`src/rtl/bp_snd_pkg.sv`:
```
// Shared types and constants for the sound-command latch.
// Holds the NMI sequencer state encoding, FIFO depth and default NMI width.
// Optional FIFO mode is selected elsewhere with BP_SNDLATCH_FIFO_EN.
package bp_snd_pkg;

  // Sound-CPU handshake sequencer states
  typedef enum logic [1:0] {
    IDLE    = 2'd0,
    NMI     = 2'd1,
    WAIT_RD = 2'd2
  } snd_state_t;

  // Entries held when the FIFO option is built in
  localparam int unsigned FIFO_DEPTH    = 4;

  // Default NMI low time in clk_49m cycles
  localparam int unsigned NMI_WIDTH_DEF = 64;

endpackage

```
`src/rtl/bp_edge_det.sv`:
```
// Rising-edge detector for a level strobe: one-cycle pulse on the first high cycle.
// Latency: pulse is combinational with the first sampled-high cycle; no backpressure.
// The detector only arms after it has seen the input low, so a strobe held high through reset is ignored.
module bp_edge_det (
  input  logic i_clk,
  input  logic i_rst,
  input  logic i_sig,
  output logic o_rise
);

  logic r_prev;
  logic r_arm;

  // Remember last input level; arm once the strobe has been observed low
  always_ff @(posedge i_clk or posedge i_rst) begin
    if (i_rst) begin
      r_prev <= 1'b0;
      r_arm  <= 1'b0;
    end else begin
      r_prev <= i_sig;
      if (!i_sig) begin
        r_arm <= 1'b1;
      end
    end
  end

  assign o_rise = i_sig & ~r_prev & r_arm;

endmodule

```
`src/rtl/bp_sound_latch.sv`:
```
// Main-CPU to sound-CPU command latch with NMI handshake (single register, or 4-entry FIFO).
// Latency: written byte on snd_dout 1 cycle after the main_wr edge; NMI falls the cycle after pending rises.
// Backpressure: none; overwrite (latch) or drop when full (FIFO, macro BP_SNDLATCH_FIFO_EN) sets sticky overflow.
module bp_sound_latch
  import bp_snd_pkg::*;
#(
  parameter int unsigned NMI_WIDTH = NMI_WIDTH_DEF
) (
  input  logic       clk_49m,
  input  logic       reset,
  input  logic       main_wr,
  input  logic [7:0] main_din,
  input  logic       snd_rd,
  output logic [7:0] snd_dout,
  output logic       snd_nmi_n,
  output logic       pending,
  output logic       overflow
);

  localparam logic [7:0] NMI_LOAD = 8'(NMI_WIDTH);

  logic w_wr_rise;
  logic w_rd_rise;
  logic w_pop;
  logic w_push;
  logic w_ovf_evt;
  logic w_restart;
  logic w_pending;

  snd_state_t r_state;
  logic [7:0] r_cnt;
  logic       r_nmi_n;
  logic       r_popped;
  logic       r_ovf;

  bp_edge_det u_wr_edge (
    .i_clk  (clk_49m),
    .i_rst  (reset),
    .i_sig  (main_wr),
    .o_rise (w_wr_rise)
  );

  bp_edge_det u_rd_edge (
    .i_clk  (clk_49m),
    .i_rst  (reset),
    .i_sig  (snd_rd),
    .o_rise (w_rd_rise)
  );

`ifdef BP_SNDLATCH_FIFO_EN

  localparam logic [2:0] FULL_CNT = 3'(FIFO_DEPTH);

  logic [7:0] r_mem [FIFO_DEPTH];
  logic [1:0] r_rd_ptr;
  logic [1:0] r_wr_ptr;
  logic [2:0] r_count;
  logic [7:0] r_last;
  logic       w_full;

  assign w_pending = (r_count != 3'd0);
  assign w_full    = (r_count == FULL_CNT);
  assign w_pop     = w_rd_rise & w_pending;
  // A pop in the same cycle frees the slot, so a write to a full FIFO still lands
  assign w_push    = w_wr_rise & (~w_full | w_pop);
  assign w_ovf_evt = w_wr_rise & ~w_push;
  assign w_restart = w_pop & w_push;

  // FIFO storage, pointers and occupancy; pop is applied before push
  always_ff @(posedge clk_49m or posedge reset) begin
    if (reset) begin
      for (int i = 0; i < int'(FIFO_DEPTH); i++) begin
        r_mem[i] <= 8'h00;
      end
      r_rd_ptr <= 2'd0;
      r_wr_ptr <= 2'd0;
      r_count  <= 3'd0;
      r_last   <= 8'h00;
    end else begin
      if (w_pop) begin
        r_last   <= r_mem[r_rd_ptr];
        r_rd_ptr <= r_rd_ptr + 2'd1;
      end
      if (w_push) begin
        r_mem[r_wr_ptr] <= main_din;
        r_wr_ptr        <= r_wr_ptr + 2'd1;
      end
      case ({w_push, w_pop})
        2'b10:   r_count <= r_count + 3'd1;
        2'b01:   r_count <= r_count - 3'd1;
        default: r_count <= r_count;
      endcase
    end
  end

  // Head entry while non-empty, otherwise the most recently popped byte
  assign snd_dout = w_pending ? r_mem[r_rd_ptr] : r_last;

`else

  logic [7:0] r_data;
  logic       r_full;

  assign w_pending = r_full;
  assign w_pop     = w_rd_rise & r_full;
  assign w_push    = w_wr_rise;
  // Writing over an unread byte without a same-cycle pop loses the old command
  assign w_ovf_evt = w_wr_rise & r_full & ~w_pop;
  assign w_restart = w_ovf_evt | (w_pop & w_push);

  // Single holding register; the byte stays visible after it has been read
  always_ff @(posedge clk_49m or posedge reset) begin
    if (reset) begin
      r_data <= 8'h00;
      r_full <= 1'b0;
    end else begin
      if (w_push) begin
        r_data <= main_din;
        r_full <= 1'b1;
      end else if (w_pop) begin
        r_full <= 1'b0;
      end
    end
  end

  assign snd_dout = r_data;

`endif

  // Sticky overflow: cleared only by reset
  always_ff @(posedge clk_49m or posedge reset) begin
    if (reset) begin
      r_ovf <= 1'b0;
    end else if (w_ovf_evt) begin
      r_ovf <= 1'b1;
    end
  end

  // NMI sequencer: one full-width pulse per command, then wait for the sound CPU to read it
  always_ff @(posedge clk_49m or posedge reset) begin
    if (reset) begin
      r_state  <= IDLE;
      r_cnt    <= 8'd0;
      r_nmi_n  <= 1'b1;
      r_popped <= 1'b0;
    end else if (w_restart) begin
      // Replaced or freshly re-queued command: start a new pulse from full width
      r_state  <= NMI;
      r_cnt    <= NMI_LOAD;
      r_nmi_n  <= 1'b0;
      r_popped <= 1'b0;
    end else begin
      case (r_state)
        IDLE: begin
          if (w_pending) begin
            r_state  <= NMI;
            r_cnt    <= NMI_LOAD;
            r_nmi_n  <= 1'b0;
            r_popped <= w_pop;
          end
        end
        NMI: begin
          if (w_pop) begin
            r_popped <= 1'b1;
          end
          if (r_cnt <= 8'd1) begin
            // Pulse complete; skip the read wait if the command was already taken
            r_cnt   <= 8'd0;
            r_nmi_n <= 1'b1;
            r_state <= (r_popped | w_pop) ? IDLE : WAIT_RD;
          end else begin
            r_cnt <= r_cnt - 8'd1;
          end
        end
        WAIT_RD: begin
          if (w_pop) begin
            r_state <= IDLE;
          end
        end
        default: begin
          r_state <= IDLE;
          r_cnt   <= 8'd0;
          r_nmi_n <= 1'b1;
        end
      endcase
    end
  end

  assign snd_nmi_n = r_nmi_n;
  assign pending   = w_pending;
  assign overflow  = r_ovf;

endmodule

```
`config.mk`:
```
export PLATFORM = sky130hd
export DESIGN_NAME = bp_sound_latch
export DESIGN_NICKNAME = d
export VERILOG_FILES = /design/src/rtl/bp_snd_pkg.sv /design/src/rtl/bp_edge_det.sv /design/src/rtl/bp_sound_latch.sv
export SDC_FILE = /design/constraint.sdc
export NUM_CORES = 1
export LEC_CHECK = 0
export ABC_AREA = 1
export CAP_MARGIN = 20
export CORE_MARGIN = 8
export CORE_UTILIZATION = 50
export CTS_CLUSTER_SIZE = 25
export DETAILED_ROUTE_END_ITERATION = 8
export PLACE_DENSITY = 0.73
export SLEW_MARGIN = 0
export SYNTH_ARGS = -nofsm -noshare
export SYNTH_HDL_FRONTEND = slang
export SYNTH_HIERARCHICAL = 1
export SYNTH_SLANG_ARGS = --single-unit
```
`constraint.sdc`:
```
create_clock -name clk_49m -period 1.4 [get_ports clk_49m]
set_input_delay 0.35 -clock clk_49m [delete_from_list [all_inputs] [get_ports clk_49m]]
set_output_delay 0.35 -clock clk_49m [all_outputs]
set_load 0.02 [all_outputs]
```
# Word level (Yosys, flattened, before mapping)
# Cells that the tools add are included.
dict set report word_totals {
  regBits 26
  elab_cells 60
  inputBits 12
}
dict set report op_classes {
  order_cmp 1
  bitwise_logic 13
  n_addsub 1
  n_reduce_logical 7
  muxes 20
  n_eq_ne 7
}
# operator count
set ops {}
lappend ops {{8-bit 2-to-1 mux} 3}
lappend ops {{8-bit one-hot mux with 3 select lines} 1}
lappend ops {{3-bit inequality test (second input constant)} 4}
lappend ops {{2-bit 2-to-1 mux} 5}
lappend ops {{3-bit AND reduction} 3}
lappend ops {{1-bit AND} 8}
lappend ops {{8-bit by 1-bit less-or-equal comparator with 1-bit output (second input constant)} 1}
lappend ops {{1-bit 2-to-1 mux} 8}
lappend ops {{8-bit by 1-bit subtractor with 8-bit output (second input constant)} 1}
lappend ops {{2-bit one-hot mux with 3 select lines} 1}
lappend ops {{1-bit NOT} 3}
lappend ops {{1-bit one-hot mux with 3 select lines} 1}
lappend ops {{3-bit nonzero test} 1}
lappend ops {{2-bit by 1-bit equality test with 1-bit output (second input constant)} 1}
lappend ops {{2-bit equality test (second input constant)} 1}
lappend ops {{2-bit zero test} 1}
lappend ops {{2-bit inequality test (second input constant)} 1}
lappend ops {{1-bit bitwise OR} 2}
lappend ops {{1-bit one-hot mux with 2 select lines} 1}
lappend ops {{2-bit AND reduction} 1}
lappend ops {{2-bit nonzero test} 1}

# Longest topological paths before layout
dict set report depth {
  word_depth 9
  depth_mapped 10
  mapped_depth_nobuf 10
}

# Hierarchy
# Netlist, hierarchy kept.
# module area_per_inst_um2 seq_area_each_um2 n_inst cells_per_inst
set by_module_without_submodules {}
lappend by_module_without_submodules {bp_sound_latch 1097.3 551.8 1 146}
lappend by_module_without_submodules {bp_edge_det 67.6 50.0 2 6}

# Worst setup path after synthesis
# No wires, ideal clock.
dict set report synth_path {
  path_type {register to register}
  start {register r_cnt[0]}
  end {register r_cnt[2]}
  path_buffers 0
  setup_slack_ps 116
  path_stages_with_launch 10
  t_arrival_ps 1161
  period_less_slack_ps 1284
  path_cell_list {dfrtp_1 -> inv_1 -> ha_1 -> nor2_1 -> nor2_1 -> nand2_1 -> nand2_1 -> nand2_2 -> inv_2 -> a21oi_1}
}
dict set report synth_via {
  elab_chain_cells 4
}
# item line
set synth_rtl {}
lappend synth_rtl {{start, declared} bp_sound_latch.sv:31} ;# logic [7:0] r_cnt;
lappend synth_rtl {{start signal, assigned} bp_sound_latch.sv:172} ;# r_cnt <= r_cnt - 8'd1;
lappend synth_rtl {{8-bit by 1-bit subtractor with 8-bit output / 8-bit by 1-bit less-or-equal comparator with 1-bit output (equally long branches)} {bp_sound_latch.sv:172, bp_sound_latch.sv:166}}
lappend synth_rtl {{8-bit 2-to-1 mux *} bp_sound_latch.sv:166} ;# if (r_cnt <= 8'd1) begin
lappend synth_rtl {{8-bit one-hot mux with 3 select lines *} bp_sound_latch.sv:153} ;# case (r_state)
lappend synth_rtl {{8-bit 2-to-1 mux *} bp_sound_latch.sv:146} ;# end else if (w_restart) begin
# Mark *: on every way between the ends. The rest lies on a longest branch, timed or not.
# A chain may end at the register's enable or synchronous reset.

# Worst setup path after layout
dict set report layout_path {
  start {register r_cnt[1]}
  end {register r_cnt[6]}
}
# Same word-level chain as after synthesis.

==> flow_metrics.env <==
export IMPL_status="finished, final reports clean"
export IMPL_syn_area_per_cell_sq_um=7.80
export IMPL_grt_util_met1_pct=14.8
export IMPL_root_buffer="clkbuf_4"
export IMPL_pwr_share_seq_pct=34.5
export IMPL_swShare_pct=42.8
export IMPL_die_h_microns=65.6
export IMPL_final_cells=233
export IMPL_fmax_mhz=733
export IMPL_n_antenna_cell=0
export IMPL_routed_wl_microns=2930
export IMPL_coreArea_sq_um=2410
export IMPL_start_util_pct=51.1
export IMPL_area_growth_pct=42.6
export IMPL_p_per_area_nw_per_um2=1900
export IMPL_htreeDepth=1
export IMPL_required_ns=1.63
export IMPL_power_frac_clock_pct=11.2
export IMPL_synth_seq_area_share_pct=52.9
export IMPL_startpoint_type="flop"
export IMPL_numPortBuffers=22
export IMPL_vdd_drop_max_mv=1.08
export IMPL_grt_total_usage_pct=14.8
export IMPL_finalClockSkew_ns=0.00365
export IMPL_route_detailed_drc=0
export IMPL_via_per_inst=5.05
export IMPL_worstPathMaxFanout=3
export IMPL_antenna_found_initial=0
export IMPL_dr_pass1_iters=4
export IMPL_layout_nets=218
export IMPL_power_total_mw=3.33
export IMPL_drtAntennaViolNets=0
export IMPL_r2r_slack_ns=0.04
export IMPL_synth_nets=172
export IMPL_grtUsageMet2_pct=26.2
export IMPL_drive_above_1_share_pct=32.5
export IMPL_numCtsBuffers=3
export IMPL_crit_type="reg2reg"
export IMPL_synth_seq_cells=26
export IMPL_rsz0062_at_grt="true"
export IMPL_synth_cell_types=20
export IMPL_hpwl_microns=2190
export IMPL_wire_per_inst_microns=12.6
export IMPL_worstSkewPairLatency_ns=0.32
export IMPL_fin_crit_ns=1.36
export IMPL_cts_tree="done"
export IMPL_vias=1177
export IMPL_syn_inst=158
export IMPL_switchingPower_mw=1.43
export IMPL_ios=23
export IMPL_grt_max_degree=23
export IMPL_worst_hold_slack_ns=0.223
export IMPL_grt_pass1_wl_microns=5070
export IMPL_first_global_vias=1239
export IMPL_reg2reg_depth=10
export IMPL_reg2reg_to="r_cnt[6]"
export IMPL_relSlewSlack_pct=80.0
export IMPL_ys_warn_count=6
export IMPL_clock_sinks=26
export IMPL_fp_row_count=18
export IMPL_p_int_mw=1.90
export IMPL_clockBufferDepth=2
export IMPL_end_kind="flop"
export IMPL_period_share_pct=97.5
export IMPL_clkSlewWorstSetupHoldPaths_ns=0.14
export IMPL_grt_overflow=0
export IMPL_cp_arrival_ns=1.59
export IMPL_die_w_microns=65.6
export IMPL_top_usage_layer="met2"
export IMPL_hold_path_class="in2async"
export IMPL_syn_cell_area_sq_um=1230
export IMPL_dieArea_sq_um=4310
export IMPL_slew_viol_final=0
export IMPL_place_congestion=0.807
export IMPL_timing_rr_start="r_cnt[1]"
export IMPL_grt_use_met3_pct=4.42
export IMPL_worst_slew_pin_slew_ns=0.297
export IMPL_drt_iter0_drc=45
export IMPL_power_frac_comb_pct=54.3
export IMPL_cellLeakagePower_nw=0.903
export IMPL_hold_violations=0
export IMPL_finalSetupViolCount=0
export IMPL_dp_cells=225
export IMPL_cap_violations=0
cells by family after synthesis:
logic type / count (synthesis) / share of synthesized area [%]
DFF: 26 / 52.9
and+or+nand+nor: 95 / 32.8
buffers and inverters: 22 / 6.80
AOI/OAI and AO/OA: 13 / 5.48
adders and majority gates: 2 / 2.03
layout by cell type (no fill, tap or decap), drive strengths merged:
master,count
buf,21
ha,2
nor2,25
nand3,5
clkinv,1
nand2,60
inv,20
clkbuf,12
o21ai,10
dlygate4sd2,1
or2,1
nor3,1
clkdlybuf4s50,10
clkdlybuf4s15,1
dfrtp,25
dfstp,1
nand4,4
a21oi,2
o21bai,1
synth_stat cells:
cell      count  area share [%]
a21oi_1       2            0.81
buf_2         1            0.41
clkinv_1      1            0.30
dfrtp_1      25              51
dfstp_2       1             2.1
ha_1          2             2.0
inv_1        18             5.5
inv_2         2            0.61
nand2_1      55              17
nand2_2       3             1.5
nand2_4       1            0.91
nand3_1       5             2.0
nand4_1       4             2.0
nor2_1       20             6.1
nor2_2        5             2.5
nor3_1        1            0.41
o21ai_0       9             3.7
o21ai_1       1            0.41
o21bai_1      1            0.61
or2_1         1            0.51
through the flow:
step	TNS, ns	setup WS, ns	instance area (sq um)	util (%)
floorplan	0	0.116	1230	-
global placement	-6.78	-0.384	1620	67.1
detailed placement	-8.18	-0.447	1620	67.1
CTS	0	0.000511	1680	69.7
global route	-0.205	-0.0594	1760	72.9
finish	0	0.0351	1760	72.9
worst max-delay path, cell delays in order, from the launching register on:
cell	delay [ns]
dfrtp_1	0.42
inv_2	0.11
ha_4	0.16
nor2_4	0.04
nor2_1	0.07
nand2_1	0.10
buf_6	0.14
nand2_4	0.05
nor2_2	0.03
nor2_1	0.10
nor2_1	0.06
routing by layer:
layer	part of all wire (%)	vias up
li1	-	576
met1	40	559
met2	52	30
met3	4.0	12
met4	3.4	0
met5	0	-
flip-flops by register name, summed over array words and instances (netlist names):
name and cells:
snd_nmi_n 1, snd_dout 8, r_state 2, pending 1
r_cnt 8, u_wr_edge/r_arm 1, r_popped 1, u_rd_edge/r_prev 1
u_rd_edge/r_arm 1, u_wr_edge/r_prev 1, overflow 1
cell type report:
type / instances / area [sq um]
Fill cell: 193 / 652
Timing Repair Buffer: 41 / 338
Multi-Input combinational cell: 111 / 614
Clock buffer: 4 / 36.3
Sequential cell: 26 / 653
Tap cell: 30 / 37.5
Inverter: 21 / 78.8
power by group through the flow:
stage | registers, mW | logic (mW) | clock network, mW
2_1_floorplan | 1.17 | 0.845 | 0
3_3_place_gp | 1.13 | 1.41 | 0
3_5_place_dp | 1.13 | 1.46 | 0
4_1_cts | 1.12 | 1.49 | 0.381
5_1_grt | 1.18 | 2.02 | 0.410
6_report | 1.15 | 1.81 | 0.373
timing repair:
item	4_1_cts	5_1_grt
resized for setup	32	40
hold buffers	0	0
buffers inserted	1	2
endpoints found under the setup margin	30	18
cloned	1	0
pin swaps	6	14
worst max-delay path by stage:
stage | end | slack, ns | from | cells after the start
6_report | r_cnt[6] | 0.04 | r_cnt[1] | 10
2_1_floorplan | r_cnt[2] | 0.12 | r_cnt[0] | 9
3_5_place_dp | r_cnt[5] | -0.45 | main_wr | 10
3_3_place_gp | r_cnt[5] | -0.38 | main_wr | 10
5_1_grt | r_cnt[6] | -0.06 | r_cnt[0] | 10
4_1_cts | snd_dout[7] | 0.0005 | snd_dout[7] | 1
Power figures use the tool's default switching activity.
